File: config.mk
export PLATFORM = sky130hd
export DESIGN_NAME = linear_layer_start_fifo_ctrl
export DESIGN_NICKNAME = d
export VERILOG_FILES = /design/src/rtl/linear_layer_start_fifo_ctrl.sv
export SDC_FILE = /design/constraint.sdc
export NUM_CORES = 1
export LEC_CHECK = 0
export CORE_AREA = 10 10 47 49
export CTS_BUF_LIST = sky130_fd_sc_hd__clkbuf_16
export DETAILED_ROUTE_END_ITERATION = 7
export DIE_AREA = 0 0 57 59
export SYNTH_ARGS = -nofsm -noshare
export SYNTH_HDL_FRONTEND = slang
export SYNTH_SLANG_ARGS = --single-unit
export TNS_END_PERCENT = 10
File: constraint.sdc
create_clock -name clk -period 2.3 [get_ports clk]
set_input_delay 0.46 -clock clk [delete_from_list [all_inputs] [get_ports clk]]
set_output_delay 0.46 -clock clk [all_outputs]
set_load 0.02 [all_outputs]
File: src/rtl/linear_layer_start_fifo_ctrl.sv
// Start-token FIFO between the Linear_Layer dispatcher and a PE: SRL storage, occupancy and HLS-style handshakes.
// Define LINEAR_START_FIFO_ERR_EN to build the sticky overflow/underflow flags; otherwise they are tied low.
module linear_layer_start_fifo_ctrl #(
  parameter int DATA_WIDTH = 1,
  parameter int ADDR_WIDTH = 2,
  parameter int DEPTH      = 3
) (
  input  logic                  clk,
  input  logic                  reset_n,
  input  logic                  if_write_ce,
  input  logic                  if_write,
  input  logic [DATA_WIDTH-1:0] if_din,
  output logic                  if_full_n,
  input  logic                  if_read_ce,
  input  logic                  if_read,
  output logic [DATA_WIDTH-1:0] if_dout,
  output logic                  if_empty_n,
  output logic [ADDR_WIDTH:0]   usedw,
  output logic                  overflow_err,
  output logic                  underflow_err
);

  localparam logic [ADDR_WIDTH:0] DEPTH_W = (ADDR_WIDTH+1)'(DEPTH);

  logic [DATA_WIDTH-1:0] srl [DEPTH];
  logic                  push;
  logic                  pop;
  logic [ADDR_WIDTH:0]   usedw_next;
  logic [ADDR_WIDTH-1:0] raddr;

  assign push = if_write & if_write_ce & if_full_n;
  assign pop  = if_read  & if_read_ce  & if_empty_n;

  // Storage is deliberately unreset; index 0 always holds the newest token.
  always_ff @(posedge clk) begin
    if (push) begin
      for (int i = DEPTH - 1; i > 0; i--) begin
        srl[i] <= srl[i-1];
      end
      srl[0] <= if_din;
    end
  end

  always_comb begin
    raddr = '0;
    if (usedw != '0) begin
      raddr = ADDR_WIDTH'(usedw - 1'b1);
    end
  end

  assign if_dout = srl[raddr];

  always_comb begin
    usedw_next = usedw;
    case ({push, pop})
      2'b10:   usedw_next = usedw + 1'b1;
      2'b01:   usedw_next = usedw - 1'b1;
      default: usedw_next = usedw;
    endcase
  end

  always_ff @(posedge clk or negedge reset_n) begin
    if (!reset_n) begin
      usedw      <= '0;
      if_full_n  <= 1'b1;
      if_empty_n <= 1'b0;
    end else begin
      usedw      <= usedw_next;
      if_full_n  <= (usedw_next != DEPTH_W);
      if_empty_n <= (usedw_next != '0);
    end
  end

`ifdef LINEAR_START_FIFO_ERR_EN
  always_ff @(posedge clk or negedge reset_n) begin
    if (!reset_n) begin
      overflow_err  <= 1'b0;
      underflow_err <= 1'b0;
    end else begin
      if (if_write & if_write_ce & !if_full_n) overflow_err  <= 1'b1;
      if (if_read  & if_read_ce  & !if_empty_n) underflow_err <= 1'b1;
    end
  end
`else
  assign overflow_err  = 1'b0;
  assign underflow_err = 1'b0;
`endif

endmodule

==> impl_results.html, run 1 <==
<table>
<tr><th>Metric</th><th>Value</th></tr>
<tr><th colspan="2">Outcome</th></tr>
<tr><td>Status</td><td>completed</td></tr>
<tr><th colspan="2">Cells and area</th></tr>
<tr><td>Post-layout net count</td><td>73</td></tr>
<tr><td>Utilization after layout</td><td>48.13%</td></tr>
<tr><td>Share of post-route cells with drive strength above 1</td><td>11.67%</td></tr>
<tr><td>Diodes inserted</td><td>0</td></tr>
<tr><td>Layout overhead on the synthesized area</td><td>48.90%</td></tr>
<tr><th colspan="2">Floorplanning</th></tr>
<tr><td>Die Width</td><td>57 µm</td></tr>
<tr><td>Die height</td><td>59 µm</td></tr>
<tr><td>IO Count</td><td>15</td></tr>
<tr><td>Initial core utilization</td><td>32.32%</td></tr>
<tr><td>FP Rows</td><td>14</td></tr>
<tr><td>Standard cell core area</td><td>1401 µm²</td></tr>
<tr><td>Overall die area</td><td>3363 µm²</td></tr>
<tr><th colspan="2">STA</th></tr>
<tr><td>Post-Route Setup TNS</td><td>0 ps</td></tr>
<tr><td>Crit share post-route</td><td>87.37%</td></tr>
<tr><td>Post-layout min period</td><td>2010 ps</td></tr>
<tr><td>Post-Route Skew</td><td>1.203 ps</td></tr>
<tr><td>Max Transition Viols Final</td><td>0</td></tr>
<tr><td>Number of setup violations in the final report</td><td>0</td></tr>
<tr><td>Final Hold Violating Endpoints</td><td>0</td></tr>
<tr><td>Unrepaired setup endpoints after global routing</td><td>no</td></tr>
<tr><td>Upper clock frequency limit</td><td>497.6 MHz</td></tr>
<tr><th colspan="2">Flow run</th></tr>
<tr><td>Max cap viols</td><td>0</td></tr>
<tr><th colspan="2">CTS</th></tr>
<tr><td>Level count of the clock H-tree</td><td>1</td></tr>
<tr><td>Deepest clock path buffer count</td><td>2</td></tr>
<tr><td>Cts bufs inserted</td><td>3</td></tr>
<tr><td>Clock root buffer</td><td>clkbuf_16</td></tr>
<tr><td>Clock tree from TritonCTS</td><td>done</td></tr>
<tr><td>Setup Fix Bufs, Post-CTS</td><td>0</td></tr>
<tr><td>Clock slew at reported path FFs</td><td>40 ps</td></tr>
<tr><td>Total clock sinks</td><td>8</td></tr>
<tr><td>Clock latency on the worst-skew pair</td><td>230 ps</td></tr>
<tr><th colspan="2">Global route</th></tr>
<tr><td>Total congestion overflow after global routing</td><td>0</td></tr>
<tr><td>Via count of the first global-routing pass</td><td>394</td></tr>
<tr><td>Maximum number of pins on one net before global-route repair</td><td>7</td></tr>
<tr><td>Wire length of the first global-routing pass</td><td>1.614 mm</td></tr>
<tr><td>Initial antenna violation count</td><td>0</td></tr>
<tr><td>Combined global-route utilization of all metal layers</td><td>6.204%</td></tr>
<tr><th colspan="2">Detailed routing</th></tr>
<tr><td>Antenna violation net count after detailed routing</td><td>0</td></tr>
<tr><td>Total wire length after detailed routing</td><td>1.042 mm</td></tr>
<tr><td>Initial DRC count</td><td>1</td></tr>
<tr><td>Mean number of vias per cell</td><td>4.737</td></tr>
<tr><td>WL per Instance</td><td>13.71 µm</td></tr>
<tr><td>Detailed-route DRC error count</td><td>0</td></tr>
<tr><td>Total number of vias</td><td>360</td></tr>
<tr><td>Drt first pass iters</td><td>3</td></tr>
<tr><th colspan="2">Pwr</th></tr>
<tr><td>Power Density</td><td>1195 nW/µm²</td></tr>
<tr><td>Lkg Pwr</td><td>0.0003057 µW</td></tr>
<tr><td>Worst VDD drop</td><td>0.5083 mV</td></tr>
<tr><th colspan="2">Logic synthesis</th></tr>
<tr><td>Portion of the post-synthesis area used by sequential elements</td><td>47.79%</td></tr>
<tr><td>Synthesized area per cell</td><td>10.53 µm²</td></tr>
<tr><td>Netlist area before placement</td><td>452.9 µm²</td></tr>
<tr><td>Adder-Cell Fraction of Synth Area</td><td>13.81%</td></tr>
<tr><td>Number of synthesized flops with an enable pin</td><td>3</td></tr>
<tr><td>Register bit count reported by yosys</td><td>8</td></tr>
<tr><td>Xor and xnor fraction of the mapped netlist area</td><td>0%</td></tr>
<tr><td>Post-synth ARST share</td><td>62.50%</td></tr>
<tr><td>Synth area leader</td><td>dfrtp_1</td></tr>
<tr><td>Top cells by area in the synthesized netlist</td><td>dfrtp_1, edfxtp_1, ha_1</td></tr>
<tr><td>Count of different cell masters after synthesis</td><td>20</td></tr>
<tr><td>Combinational family with the most area after synthesis</td><td>adder cells</td></tr>
<tr><td>Most instantiated flip-flop cell in the synthesis netlist</td><td>dfrtp_1</td></tr>
<tr><td>Post-synthesis compound-gate area fraction</td><td>9.945%</td></tr>
<tr><td>Number of instances in the synthesized netlist</td><td>43</td></tr>
<tr><td>Multiplexer share of the synthesized area</td><td>6.906%</td></tr>
<tr><td>Share of the synthesized area in the top cell type</td><td>22.10%</td></tr>
<tr><td>Ranking of synthesized cells by instance count</td><td>ha_1, inv_1, dfrtp_1</td></tr>
<tr><td>Fraction of the mapped netlist area in simple logic gates</td><td>13.26%</td></tr>
<tr><td>Total of warnings raised by yosys</td><td>0</td></tr>
<tr><th colspan="2">Placed design</th></tr>
<tr><td>Final weighted congestion in routability-driven placement</td><td>0.6920</td></tr>
<tr><td>IO buf count</td><td>12</td></tr>
<tr><th colspan="2">Critical path</th></tr>
<tr><td>Worst endpoint data arrival time</td><td>2110 ps</td></tr>
<tr><td>Worst r2r src</td><td>if_full_n$_DFF_PN1_</td></tr>
<tr><td>Maximum net fanout on the critical path</td><td>5</td></tr>
<tr><td>Capturing element type of the critical path</td><td>flip-flop</td></tr>
<tr><td>Worst setup path startpoint</td><td>if_write</td></tr>
<tr><td>WS Path Type</td><td>in2reg</td></tr>
<tr><td>Kind of start point of the critical path</td><td>primary input</td></tr>
<tr><td>Data required time at the worst endpoint</td><td>2400 ps</td></tr>
<tr><th colspan="2">Hold path</th></tr>
<tr><td>Hold Path Class</td><td>reg2reg</td></tr>
<tr><td>Critical hold path startpoint</td><td>srl[1]$_DFFE_PP_</td></tr>
</table>
==> layout make-up <==
class	instances	area, µm²
Sequential cell	8	216.5
Multi-Input combinational cell	29	206.4
Timing Repair Buffer	14	133.9
Inverter	5	18.77
Tap cell	16	20.02
Fill cell	147	726.9
Clock buffer	3	75.07
Clock inverter	1	3.754
==> registers in the layout, indices dropped and copies added, names as in the netlist <==
name	flops
srl	3
if_empty_n	1
if_full_n	1
usedw	3
==> through the flow <==
| stage | hold slack [ps] | cell area (µm²) | std cells | total power, µW | setup WS, ps |
|---|---|---|---|---|---|
| floorplan | 164.4 | 456.7 | 44 | 387.7 | 482.0 |
| global placement | 432.8 | 596.8 | 72 | 524.0 | 90.89 |
| detailed placement | 442.3 | 596.8 | 72 | 524.0 | 55.32 |
| CTS | 451.0 | 674.4 | 76 | 815.2 | 281.8 |
| global route | 460.7 | 674.4 | 76 | 858.0 | 165.0 |
| finish | 451.8 | 674.4 | 76 | 805.6 | 290.4 |
==> power by group <==
part / switching [µW] / total, µW / internal [µW]
registers: 33.5 / 217 / 183
logic: 156 / 299 / 143
clock network: 63.9 / 290 / 226
==> critical path: stages <==
cell and delay, ps:
clkdlybuf4s50_1 450, nand3_1 90, ha_1 370, nor3b_1 70
o21ai_1 150, o211ai_1 140, or3_1 380
==> layer usage <==
layer  GRT usage [%]  vias up  wire length, µm
met1           5.162      170              411
li1                -      177                -
met5               0        -                0
met2           11.01       11              536
met3           3.648        2               83
met4           4.027        0               10
==> kinds of logic (layout without fill, tap and decap cells) <==
family	after synthesis	in the layout
compound gates	8	8
fa+ha+maj	5	5
buf+inv	7	23
flops	8	8
mux	3	3
other cells	1	2
simple gates	11	11
==> final timing paths <==
path,to,slack [ps],depth (start not counted)
worst max register to register,if_empty_n$_DFF_PN0_,450,6
min in group asynchronous,usedw[0]$_DFF_PN0_,460,1
worst max-delay path,if_empty_n$_DFF_PN0_,290,7
worst min-delay path,srl[2]$_DFFE_PP_,450,0
worst min register to register,srl[2]$_DFFE_PP_,450,0
max in group asynchronous,if_full_n$_DFF_PN1_,1580,1
==> cells in the final DEF (no fill, tap or decap) <==
master / instances
edfxtp_1: 3
o211ai_1: 2
o21ai_1: 2
conb_1: 2
nand3b_1: 1
nor2b_1: 2
o21ai_0: 3
nand3_1: 3
clkbuf_16: 3
buf_4: 2
dfrtp_1: 4
nor2_1: 1
nand2_1: 2
or3_1: 1
nor3b_1: 1
clkdlybuf4s50_1: 11
ha_1: 5
dfstp_2: 1
mux2_2: 1
a21oi_1: 1
inv_1: 6
dlygate4sd2_1: 1
mux2i_1: 2
==> repair_timing <==
| item | CTS | global route |
|---|---|---|
| gates resized for setup | 1 | 0 |
| hold buffers | 0 | 0 |
| setup endpoints to repair | 1 | 0 |
(Power assumes the default switching activity.)
==> inputs of run 2 (changes only) <==
Settings changed: CORE_AREA 10 10 47 49 to 3 3 40 42, DIE_AREA 0 0 57 59 to 0 0 43 45.
==> run 2 against run 1 <==
Net effect:
- register-to-register slack improved by 20 ps
- routed wire length fell by 15%
- die area fell by 42%
- critical path depth did not move
- first-iteration DRC count rose to 4.0 times the previous value
- via count fell by 5.3%
- combinational power fell by 5%
- clock power rose by 3%
- critical endpoint unchanged
- largest power group is now clock
==> impl_results.html, run 2 (synthesis results as in run 1) <==
<table>
<tr><th>Metric</th><th>Value</th></tr>
<tr><th colspan="2">STA</th></tr>
<tr><td>Crit share post-route</td><td>87.00%</td></tr>
<tr><td>Unrepaired setup endpoints after global routing</td><td>no</td></tr>
<tr><td>Number of setup violations in the final report</td><td>0</td></tr>
<tr><td>Post-layout min period</td><td>2001 ps</td></tr>
<tr><td>Post-Route Skew</td><td>7.204 ps</td></tr>
<tr><td>Post-Route Setup TNS</td><td>0 ps</td></tr>
<tr><td>Max Transition Viols Final</td><td>0</td></tr>
<tr><td>Final hold slack</td><td>433.3 ps</td></tr>
<tr><td>Final Hold Violating Endpoints</td><td>0</td></tr>
<tr><td>Upper clock frequency limit</td><td>499.7 MHz</td></tr>
<tr><th colspan="2">Critical path</th></tr>
<tr><td>Kind of start point of the critical path</td><td>primary input</td></tr>
<tr><td>Worst endpoint data arrival time</td><td>2110 ps</td></tr>
<tr><td>Crit-path slowest cell</td><td>clkdlybuf4s50_1</td></tr>
<tr><td>Maximum net fanout on the critical path</td><td>5</td></tr>
<tr><td>Worst reg2reg setup slack</td><td>470 ps</td></tr>
<tr><td>WS Path Type</td><td>in2reg</td></tr>
<tr><td>Top delay family on crit path</td><td>simple AND/OR/NAND/NOR gates</td></tr>
<tr><td>Data required time at the worst endpoint</td><td>2400 ps</td></tr>
<tr><td>Number of buffers and inverters on the critical path</td><td>1</td></tr>
<tr><td>Largest incremental delay on the critical path</td><td>460 ps</td></tr>
<tr><td>Capturing element type of the critical path</td><td>flip-flop</td></tr>
<tr><td>CP cell instances</td><td>clkdlybuf4s50_1, nand3_1, ha_1, nor3b_1, o21ai_1, o211ai_1, or3_1</td></tr>
<tr><th colspan="2">Detailed routing</th></tr>
<tr><td>WL per Instance</td><td>11.96 µm</td></tr>
<tr><td>Total wire length after detailed routing</td><td>885 µm</td></tr>
<tr><td>Initial DRC count</td><td>4</td></tr>
<tr><td>Drt first pass iters</td><td>4</td></tr>
<tr><td>Total number of vias</td><td>341</td></tr>
<tr><td>Antenna violation net count after detailed routing</td><td>0</td></tr>
<tr><td>Mean number of vias per cell</td><td>4.608</td></tr>
<tr><td>Detailed-route DRC error count</td><td>0</td></tr>
<tr><th colspan="2">Cells and area</th></tr>
<tr><td>Commonest non-fill, non-tap cell in the layout</td><td>clkdlybuf4s50_1</td></tr>
<tr><td>Post-layout net count</td><td>72</td></tr>
<tr><td>Layout overhead on the synthesized area</td><td>47.79%</td></tr>
<tr><td>Diodes inserted</td><td>0</td></tr>
<tr><td>Largest registers ranked by flip-flop count</td><td>srl: 3 flops, usedw: 3 flops</td></tr>
<tr><td>Layout fillers</td><td>128</td></tr>
<tr><td>Share of post-route cells with drive strength above 1</td><td>10.17%</td></tr>
<tr><td>Most used cells in the layout excluding fill and tap cells</td><td>clkdlybuf4s50_1, inv_1, ha_1</td></tr>
<tr><th colspan="2">Outcome</th></tr>
<tr><td>Status</td><td>completed</td></tr>
<tr><th colspan="2">Hold path</th></tr>
<tr><td>Hold Path Class</td><td>in2async</td></tr>
<tr><th colspan="2">Flow run</th></tr>
<tr><td>Max cap viols</td><td>0</td></tr>
<tr><th colspan="2">Pwr</th></tr>
<tr><td>Worst VDD drop</td><td>0.7089 mV</td></tr>
<tr><td>Fraction of power spent switching nets</td><td>31.19%</td></tr>
<tr><td>Net Switching</td><td>249.1 µW</td></tr>
<tr><td>Design internal power</td><td>549.4 µW</td></tr>
<tr><td>Lkg Pwr</td><td>0.0003089 µW</td></tr>
<tr><td>Power Density</td><td>1193 nW/µm²</td></tr>
<tr><td>Combinational Power Share</td><td>35.6%</td></tr>
<tr><td>Fraction of power consumed by sequential logic</td><td>26.9%</td></tr>
<tr><td>Part of the power in the clock network</td><td>37.5%</td></tr>
<tr><th colspan="2">Global route</th></tr>
<tr><td>Total congestion overflow after global routing</td><td>0</td></tr>
<tr><td>Via count of the first global-routing pass</td><td>340</td></tr>
<tr><td>Combined global-route utilization of all metal layers</td><td>11.59%</td></tr>
<tr><td>Wire length of the first global-routing pass</td><td>1.511 mm</td></tr>
<tr><td>Maximum number of pins on one net before global-route repair</td><td>7</td></tr>
<tr><td>Initial antenna violation count</td><td>0</td></tr>
<tr><th colspan="2">CTS</th></tr>
<tr><td>CTS Hold Buffers Added</td><td>0</td></tr>
<tr><td>Deepest clock path buffer count</td><td>2</td></tr>
<tr><td>Clock tree from TritonCTS</td><td>done</td></tr>
<tr><td>Clock slew at reported path FFs</td><td>40 ps</td></tr>
<tr><td>Cts bufs inserted</td><td>3</td></tr>
<tr><td>Total clock sinks</td><td>8</td></tr>
<tr><td>Clock root buffer</td><td>clkbuf_16</td></tr>
<tr><td>Level count of the clock H-tree</td><td>1</td></tr>
<tr><td>Clock latency on the worst-skew pair</td><td>240 ps</td></tr>
<tr><th colspan="2">Floorplanning</th></tr>
<tr><td>IO Count</td><td>15</td></tr>
<tr><td>Die height</td><td>45 µm</td></tr>
<tr><td>Overall die area</td><td>1935 µm²</td></tr>
<tr><td>Die Width</td><td>43 µm</td></tr>
<tr><td>FP Rows</td><td>13</td></tr>
<tr><td>Standard cell core area</td><td>1285 µm²</td></tr>
<tr><td>Initial core utilization</td><td>35.25%</td></tr>
<tr><th colspan="2">Placed design</th></tr>
<tr><td>Final weighted congestion in routability-driven placement</td><td>0.7828</td></tr>
<tr><td>IO buf count</td><td>12</td></tr>
<tr><td>Half-perimeter wire length after detailed placement</td><td>665.6 µm</td></tr>
</table>
[run 2: final timing paths]
kind / from / endpoint / depth (start not counted)
worst max register to register: if_full_n$_DFF_PN1_ / if_empty_n$_DFF_PN0_ / 6
worst min register to register: srl[1]$_DFFE_PP_ / srl[2]$_DFFE_PP_ / 0
worst max-delay path: if_write / if_empty_n$_DFF_PN0_ / 7
max in group asynchronous: reset_n / if_full_n$_DFF_PN1_ / 1
min in group clk: srl[1]$_DFFE_PP_ / srl[2]$_DFFE_PP_ / 0
worst min-delay path: reset_n / usedw[2]$_DFF_PN0_ / 1
[run 2: routing by layer]
layer	global-route usage (%)	wire length, µm
met5	0	0
met4	5.422	8
met3	7.171	63
met2	18.26	463
met1	12.35	350
[run 2: stage by stage]
stage / utilization [%] / instance area (µm²) / setup slack, ps / total power (µW) / cells
after CTS: 51.90 / 666.9 / 10.29 / 809.9 / 74
after global routing: 52.09 / 669.4 / 151.1 / 852.9 / 74
after global placement: 45.76 / 588.1 / 74.14 / 502.6 / 70
final: 52.09 / 669.4 / 299.0 / 798.5 / 74
after detailed placement: 45.76 / 588.1 / 55.60 / 502.9 / 70
after floorplan: - / 456.7 / 482.0 / 387.7 / 44
[run 2: power groups by stage]
stage                     Clock [µW]  Sequential (µW)  Combinational (µW)
after floorplan                    0              246                 142
after global placement             0              217                 286
after detailed placement           0              216                 286
after CTS                        304              215                 291
after global routing             315              222                 315
final                            299              215                 284
[run 2: timing repair]
action | CTS | global route
setup endpoints to repair | 0 | 1
gates resized for setup | 0 | 1
setup buffers | 0 | 0
[run 2: cell type report]
class                           instances  area (µm²)  area share (%)
Tap cell                               15       18.77           2.804
Timing Repair Buffer                   13       130.1           19.44
Inverter                                5       18.77           2.804
Multi-Input combinational cell         29       206.4           30.84
Sequential cell                         8       216.5           32.34
Clock inverter                          1       3.754          0.5607
Clock buffer                            3       75.07           11.21
[run 2: worst register-to-register path, stage by stage (launching register included)]
cell and delay [ps]:
dfstp_2 510, nand3_1 100, ha_1 370, nor3b_1 70, o21ai_1 140, o211ai_1 130
or3_1 380
